File: src/rtl/alu_defs.sv
// Shared ALU definitions: opcode constants and issuer FSM state encoding.
// Used by both the command issuer and the ALU itself.
package alu_defs;

    localparam int unsigned ALU_OP_W = 4;

    localparam logic [ALU_OP_W-1:0] ALU_ADD        = 4'b0000;
    localparam logic [ALU_OP_W-1:0] ALU_SUB        = 4'b0001;
    localparam logic [ALU_OP_W-1:0] ALU_MUL        = 4'b0010;
    localparam logic [ALU_OP_W-1:0] ALU_DIV        = 4'b0011;
    localparam logic [ALU_OP_W-1:0] ALU_AND        = 4'b0100;
    localparam logic [ALU_OP_W-1:0] ALU_OR         = 4'b0101;
    localparam logic [ALU_OP_W-1:0] ALU_LAST_LEGAL = ALU_OR;

    typedef enum logic [1:0] {
        ST_IDLE  = 2'd0,
        ST_ISSUE = 2'd1,
        ST_WAIT  = 2'd2,
        ST_RESP  = 2'd3
    } state_t;

    function automatic logic opcode_legal(input logic [ALU_OP_W-1:0] fn);
        return (fn <= ALU_LAST_LEGAL);
    endfunction

endpackage

File: src/rtl/alu_cmd_issuer_timeout.sv
// WAIT-state cycle counter; flags the cycle in which the wait budget runs out.
module alu_timeout_counter #(
    parameter int unsigned CNT_W = 4
)(
    input  logic             clk,
    input  logic             i_rst_n,
    input  logic             i_clear,
    input  logic             i_count_en,
    input  logic [CNT_W-1:0] i_limit,
    output logic             o_expired
);

    logic [CNT_W-1:0] r_count;

    always_ff @(posedge clk or negedge i_rst_n) begin
        if (!i_rst_n) begin
            r_count <= '0;
        end else if (i_clear) begin
            r_count <= '0;
        end else if (i_count_en) begin
            r_count <= r_count + CNT_W'(1);
        end
    end

    // r_count holds cycles already spent, so the limit-th counting cycle is the last one
    assign o_expired = i_count_en && (r_count == (i_limit - CNT_W'(1)));

endmodule

File: src/rtl/alu_cmd_issuer.sv
// Single-outstanding ALU command issuer: validates a command, strobes the ALU,
// waits (bounded) for its result and holds the response until consumed.
module alu_cmd_issuer
    import alu_defs::*;
#(
    parameter int unsigned DATA_WIDTH     = 8,
    parameter int unsigned TIMEOUT_CYCLES = 15
)(
    input  logic                    clk,
    input  logic                    reset,
    input  logic                    cmd_valid,
    output logic                    cmd_ready,
    input  logic [DATA_WIDTH-1:0]   cmd_A,
    input  logic [DATA_WIDTH-1:0]   cmd_B,
    input  logic [ALU_OP_W-1:0]     cmd_function,
    output logic [DATA_WIDTH-1:0]   alu_A,
    output logic [DATA_WIDTH-1:0]   alu_B,
    output logic [ALU_OP_W-1:0]     alu_function,
    output logic                    alu_enable,
    input  logic                    alu_result_valid,
    input  logic [2*DATA_WIDTH-1:0] alu_result,
    output logic                    rsp_valid,
    input  logic                    rsp_ready,
    output logic [2*DATA_WIDTH-1:0] rsp_result,
    output logic                    rsp_error
);

    localparam int unsigned CNT_W = $clog2(TIMEOUT_CYCLES + 1);

    state_t r_state;
    logic   w_cmd_ok;
    logic   w_clear;
    logic   w_count_en;
    logic   w_expired;

    assign cmd_ready  = (r_state == ST_IDLE);
    assign w_cmd_ok   = opcode_legal(cmd_function) &&
                        !((cmd_function == ALU_DIV) && (cmd_B == '0));
    assign w_clear    = (r_state == ST_ISSUE);
    assign w_count_en = (r_state == ST_WAIT);

    alu_timeout_counter #(
        .CNT_W (CNT_W)
    ) u_timeout (
        .clk        (clk),
        .i_rst_n    (reset),
        .i_clear    (w_clear),
        .i_count_en (w_count_en),
        .i_limit    (CNT_W'(TIMEOUT_CYCLES)),
        .o_expired  (w_expired)
    );

    always_ff @(posedge clk or negedge reset) begin
        if (!reset) begin
            r_state      <= ST_IDLE;
            alu_A        <= '0;
            alu_B        <= '0;
            alu_function <= '0;
            alu_enable   <= 1'b0;
            rsp_valid    <= 1'b0;
            rsp_result   <= '0;
            rsp_error    <= 1'b0;
        end else begin
            case (r_state)
                ST_IDLE: begin
                    if (cmd_valid) begin
                        alu_A        <= cmd_A;
                        alu_B        <= cmd_B;
                        alu_function <= cmd_function;
                        if (w_cmd_ok) begin
                            alu_enable <= 1'b1;
                            r_state    <= ST_ISSUE;
                        end else begin
                            // Rejected commands never reach the ALU
                            rsp_valid  <= 1'b1;
                            rsp_error  <= 1'b1;
                            rsp_result <= '0;
                            r_state    <= ST_RESP;
                        end
                    end
                end
                ST_ISSUE: begin
                    alu_enable <= 1'b0;
                    r_state    <= ST_WAIT;
                end
                ST_WAIT: begin
                    // A result in the final budgeted cycle still wins over the timeout
                    if (alu_result_valid) begin
                        rsp_valid  <= 1'b1;
                        rsp_error  <= 1'b0;
                        rsp_result <= alu_result;
                        r_state    <= ST_RESP;
                    end else if (w_expired) begin
                        rsp_valid  <= 1'b1;
                        rsp_error  <= 1'b1;
                        rsp_result <= '0;
                        r_state    <= ST_RESP;
                    end
                end
                ST_RESP: begin
                    if (rsp_ready) begin
                        rsp_valid <= 1'b0;
                        r_state   <= ST_IDLE;
                    end
                end
                default: r_state <= ST_IDLE;
            endcase
        end
    end

endmodule

File: config.mk
export PLATFORM = sky130hd
export DESIGN_NAME = alu_cmd_issuer
export DESIGN_NICKNAME = d
export VERILOG_FILES = /design/src/rtl/alu_defs.sv /design/src/rtl/alu_cmd_issuer_timeout.sv /design/src/rtl/alu_cmd_issuer.sv
export SDC_FILE = /design/constraint.sdc
export NUM_CORES = 1
export LEC_CHECK = 0
export ABC_AREA = 1
export BUFFER_PORTS_ARGS = -buffer_cell sky130_fd_sc_hd__buf_2
export CAP_MARGIN = 20
export CELL_PAD_IN_SITES_DETAIL_PLACEMENT = 1
export CELL_PAD_IN_SITES_GLOBAL_PLACEMENT = 2
export CORE_MARGIN = 4
export CORE_UTILIZATION = 26
export CTS_BUF_LIST = sky130_fd_sc_hd__clkbuf_8
export DETAILED_ROUTE_END_ITERATION = 10
export HOLD_SLACK_MARGIN = 0.06
export PLACE_DENSITY = 0.81
export SLEW_MARGIN = 20
export SYNTH_ARGS = -nofsm -noshare
export SYNTH_HDL_FRONTEND = slang
export SYNTH_HIERARCHICAL = 1
export SYNTH_SLANG_ARGS = --single-unit
File: constraint.sdc
create_clock -name clk -period 2.2 [get_ports clk]
set_clock_uncertainty 0.2 [all_clocks]
set_input_delay 0.11 -clock clk [delete_from_list [all_inputs] [get_ports clk]]
set_output_delay 0.11 -clock clk [all_outputs]
set_load 0.005 [all_outputs]
==> results by group <==
Status
  – Outcome: finished, final reports clean

Cells and area
  – Filler Cell Count: about 1100
  – Post-route insts no fill: around 540
  – Fraction of layout instances using a drive strength above 1: 0.2651
  – Final nets: ~480
  – Synthesis-to-layout area growth: 44.29%
  – Number of diodes: 0

Worst setup path
  – Critical path fanouts, max: 9
  – Worst setup SP type: flop
  – Worst reg-to-reg path cell count: 12
  – Worst EP arrival: 2.04 ns
  – Crit end category: flop
  – Worst Path Required: about 2.3 ns
  – Setup CP Type: flop to flop

Timing
  – Final-report max-slew violation count: 0
  – Min setup slack post-route: 0.2021 ns
  – RSZ-0062 raised after global routing: false
  – FMAX: 0.5005 GHz
  – Worst Tran Pin Value: approximately 0.63 ns
  – Final Setup Violations: 0
  – Final hold viol count: 0
  – Max_slew headroom: 0.5759
  – Period utilization: 0.9081
  – Final Critical Period: 1.998 ns
  – Setup_tns: 0 ns

Power
  – Leakage: ~2 nW
  – Peak supply drop: between 0.0004 and 0.0005 V
  – Pwr Density: 1122 mW/mm2

Logic synthesis
  – Seq/Total Area, Yosys: 0.4803
  – Synth area leader: dfrtp_1
  – Yosys top cell area share: 0.4803
  – Seq cells post-synth: 45
  – Yosys Warn Count: 6
  – Distinct cell type count after synthesis: 32
  – Post-Synthesis Cells: around 300
  – Mean Syn Cell Area: about 7.8 um2
  – Main area contributors after synthesis: dfrtp_1 48%, nand2_1 20%, inv_1 5.4%
  – Mapped cell area: ~0.0023 mm2

Drt
  – DR vias: 2279
  – Drt initial violations: approximately 40
  – DRC: 0
  – Antenna-violating nets left: 0
  – Final wirelength: approximately 7000 um
  – DRT Pass-1 Iters: 4
  – Drt wl/cell: about 13 um
  – Via density: 4.236

Placed design
  – # port buffers: 80
  – Setup WS pre-CTS: 0.08947 ns
  – Final GP Congestion: just over 0.7
  – DP Cell Count: approximately 500
  – Hpwl dp: about 4800 um

Floorplanning
  – Die width: between 100 and 150 um
  – Core ar.: 0.008763 mm2
  – I/O pin count: 81
  – Initial Util: 0.2676
  – DIE AREA: around 0.011 mm2
  – Chip Height: a little over 100 um
  – Site row count: 34

Clocking
  – Htree depth: 2
  – CTS max path bufs: 2
  – Clk sinks: 45
  – Cts bufs inserted: 5
  – Skew-Pair Late Insertion Delay: 0.30 ns
  – Post-CTS Setup Bufs: 0
  – CTS Root Cell: clkbuf_8
  – CTS tree: yes
  – Clock transition at path regs: ~0.09 ns

Global routing
  – GRT Total Usage: 0.1341
  – GRT overflow: 0
  – Largest net degree at the start of global routing: 46
  – Initial antenna violation count: 0
  – Vias in the first global route: roughly 2400
  – First-pass GRT wire length: around 11000 um

Job
  – Max cap viols: 0

Worst hold path
  – WHS Path Cells: 5
  – Hold Crit Class: input pin to flop
## registers in the layout (all words and copies together), names as in the netlist
signal and count:
alu_function 4, u_timeout/r_count 4, r_state 2, rsp_error 1
alu_A 8, rsp_valid 1, alu_enable 1, rsp_result 16
alu_B 8
## worst max-delay path, cell delays in order (launching register included)
cell and delay [ns]:
dfrtp_1 0.42, inv_2 0.09, ha_1 0.16, o21ai_0 0.09, nor2_1 0.11, nand2_1 0.07
nor2_2 0.07, inv_1 0.04, nand3b_1 0.12, o211a_4 0.22, buf_4 0.19, nand3_1 0.09
nand2_1 0.08
## synthesized netlist by cell type, drive strengths merged
master    n
o211a     1
or2       1
clkinv    1
nand2   125
ha        7
nand3    26
dfrtp    45
nor3      3
o21bai    1
nor2     28
nand4     1
inv      37
nand3b    1
a21boi    1
o21ai     4
conb      1
a21oi     5
buf       7
clkbuf    3
a31oi     1
## layer usage
layer / up-vias / part of all wire / global-route usage
li1: 1155 / - / -
met5: - / 0 / 0
met2: 61 / 0.50 / 0.2398
met4: 0 / 0.010 / 0.03088
met1: 1056 / 0.42 / 0.1547
met3: 7 / 0.065 / 0.04465
## area by class of cell
class                      instances  area [um2]  area share
sequential                        45        1126      0.3328
multi-input combinational        214        1020      0.3014
timing repair buffer             125       843.3      0.2493
inverter                          38       142.6     0.04216
tap                              108       135.1     0.03994
clock buffer                       6       82.58     0.02441
clock inverter                     2       33.78    0.009985
## power breakdown
group	switching (mW)	internal, mW
logic	0.975	0.736
registers	0.221	1.19
clock network	0.305	0.367
total	1.50	2.30
## worst paths after layout
check / to / slack (ns) / start
worst max-delay path: rsp_result[8] / 0.20 / r_state[0]
worst min-delay path: alu_A[0] / 0.08 / cmd_valid
worst max register to register: rsp_result[8] / 0.20 / r_state[0]
worst min register to register: rsp_result[14] / 0.27 / rsp_result[14]
max in group asynchronous: rsp_result[14] / 1.46 / reset
min in group asynchronous: alu_A[7] / 0.11 / reset
## cell usage in the layout, fill, tap and decap left out
cell | netlist | final
a21boi_0 | 1 | 1
a21oi_1 | 4 | 4
a21oi_2 | 1 | 1
a31oi_1 | 1 | 1
buf_12 | 2 | 1
buf_2 | 3 | 80
buf_4 | 0 | 7
bufinv_16 | 0 | 1
clkbuf_8 | 1 | 6
clkinv_1 | 1 | 1
conb_1 | 1 | 9
dfrtp_1 | 45 | 45
dlygate4sd3_1 | 0 | 37
ha_1 | 7 | 7
inv_1 | 34 | 34
inv_2 | 3 | 4
nand2_1 | 123 | 123
nand2_2 | 1 | 1
nand2_8 | 1 | 1
nand3_1 | 20 | 19
nand3_2 | 5 | 6
nand3_4 | 1 | 1
nand3b_1 | 1 | 1
nand4_1 | 1 | 1
nor2_1 | 26 | 26
nor2_2 | 2 | 2
nor3_1 | 2 | 2
nor3_2 | 1 | 1
o211a_4 | 0 | 1
o21ai_0 | 2 | 2
o21ai_1 | 2 | 2
o21bai_1 | 1 | 1
or2_2 | 1 | 1
## per-stage QoR
stage	hold WS, ns	cell area, um2	util	power [mW]
2_1_floorplan	-0.3856	2375	-	2.461
3_3_place_gp	-0.08312	2884	0.3291	3.048
3_5_place_dp	-0.08251	2884	0.3291	3.095
4_1_cts	0.07676	3371	0.3846	3.842
5_1_grt	0.1140	3383	0.3861	4.163
6_report	0.07588	3383	0.3861	3.798
## cells by family (layout without fill, tap and decap cells)
logic type,after synthesis,count (layout),share of synthesized area
AOI/OAI and AO/OA,13,13,0.03416
adders and majority gates,7,7,0.03735
buffers and inverters,48,171,0.1030
DFF,45,45,0.4803
other,1,9,0.001599
and+or+nand+nor,185,185,0.3437
## what timing repair did
item,in CTS,in global routing
endpoints found under the hold margin,82,0
setup endpoints to repair,0,18
hold buffers,37,0
resized for setup,0,3
Note: power is estimated with default switching activity, not from simulation.
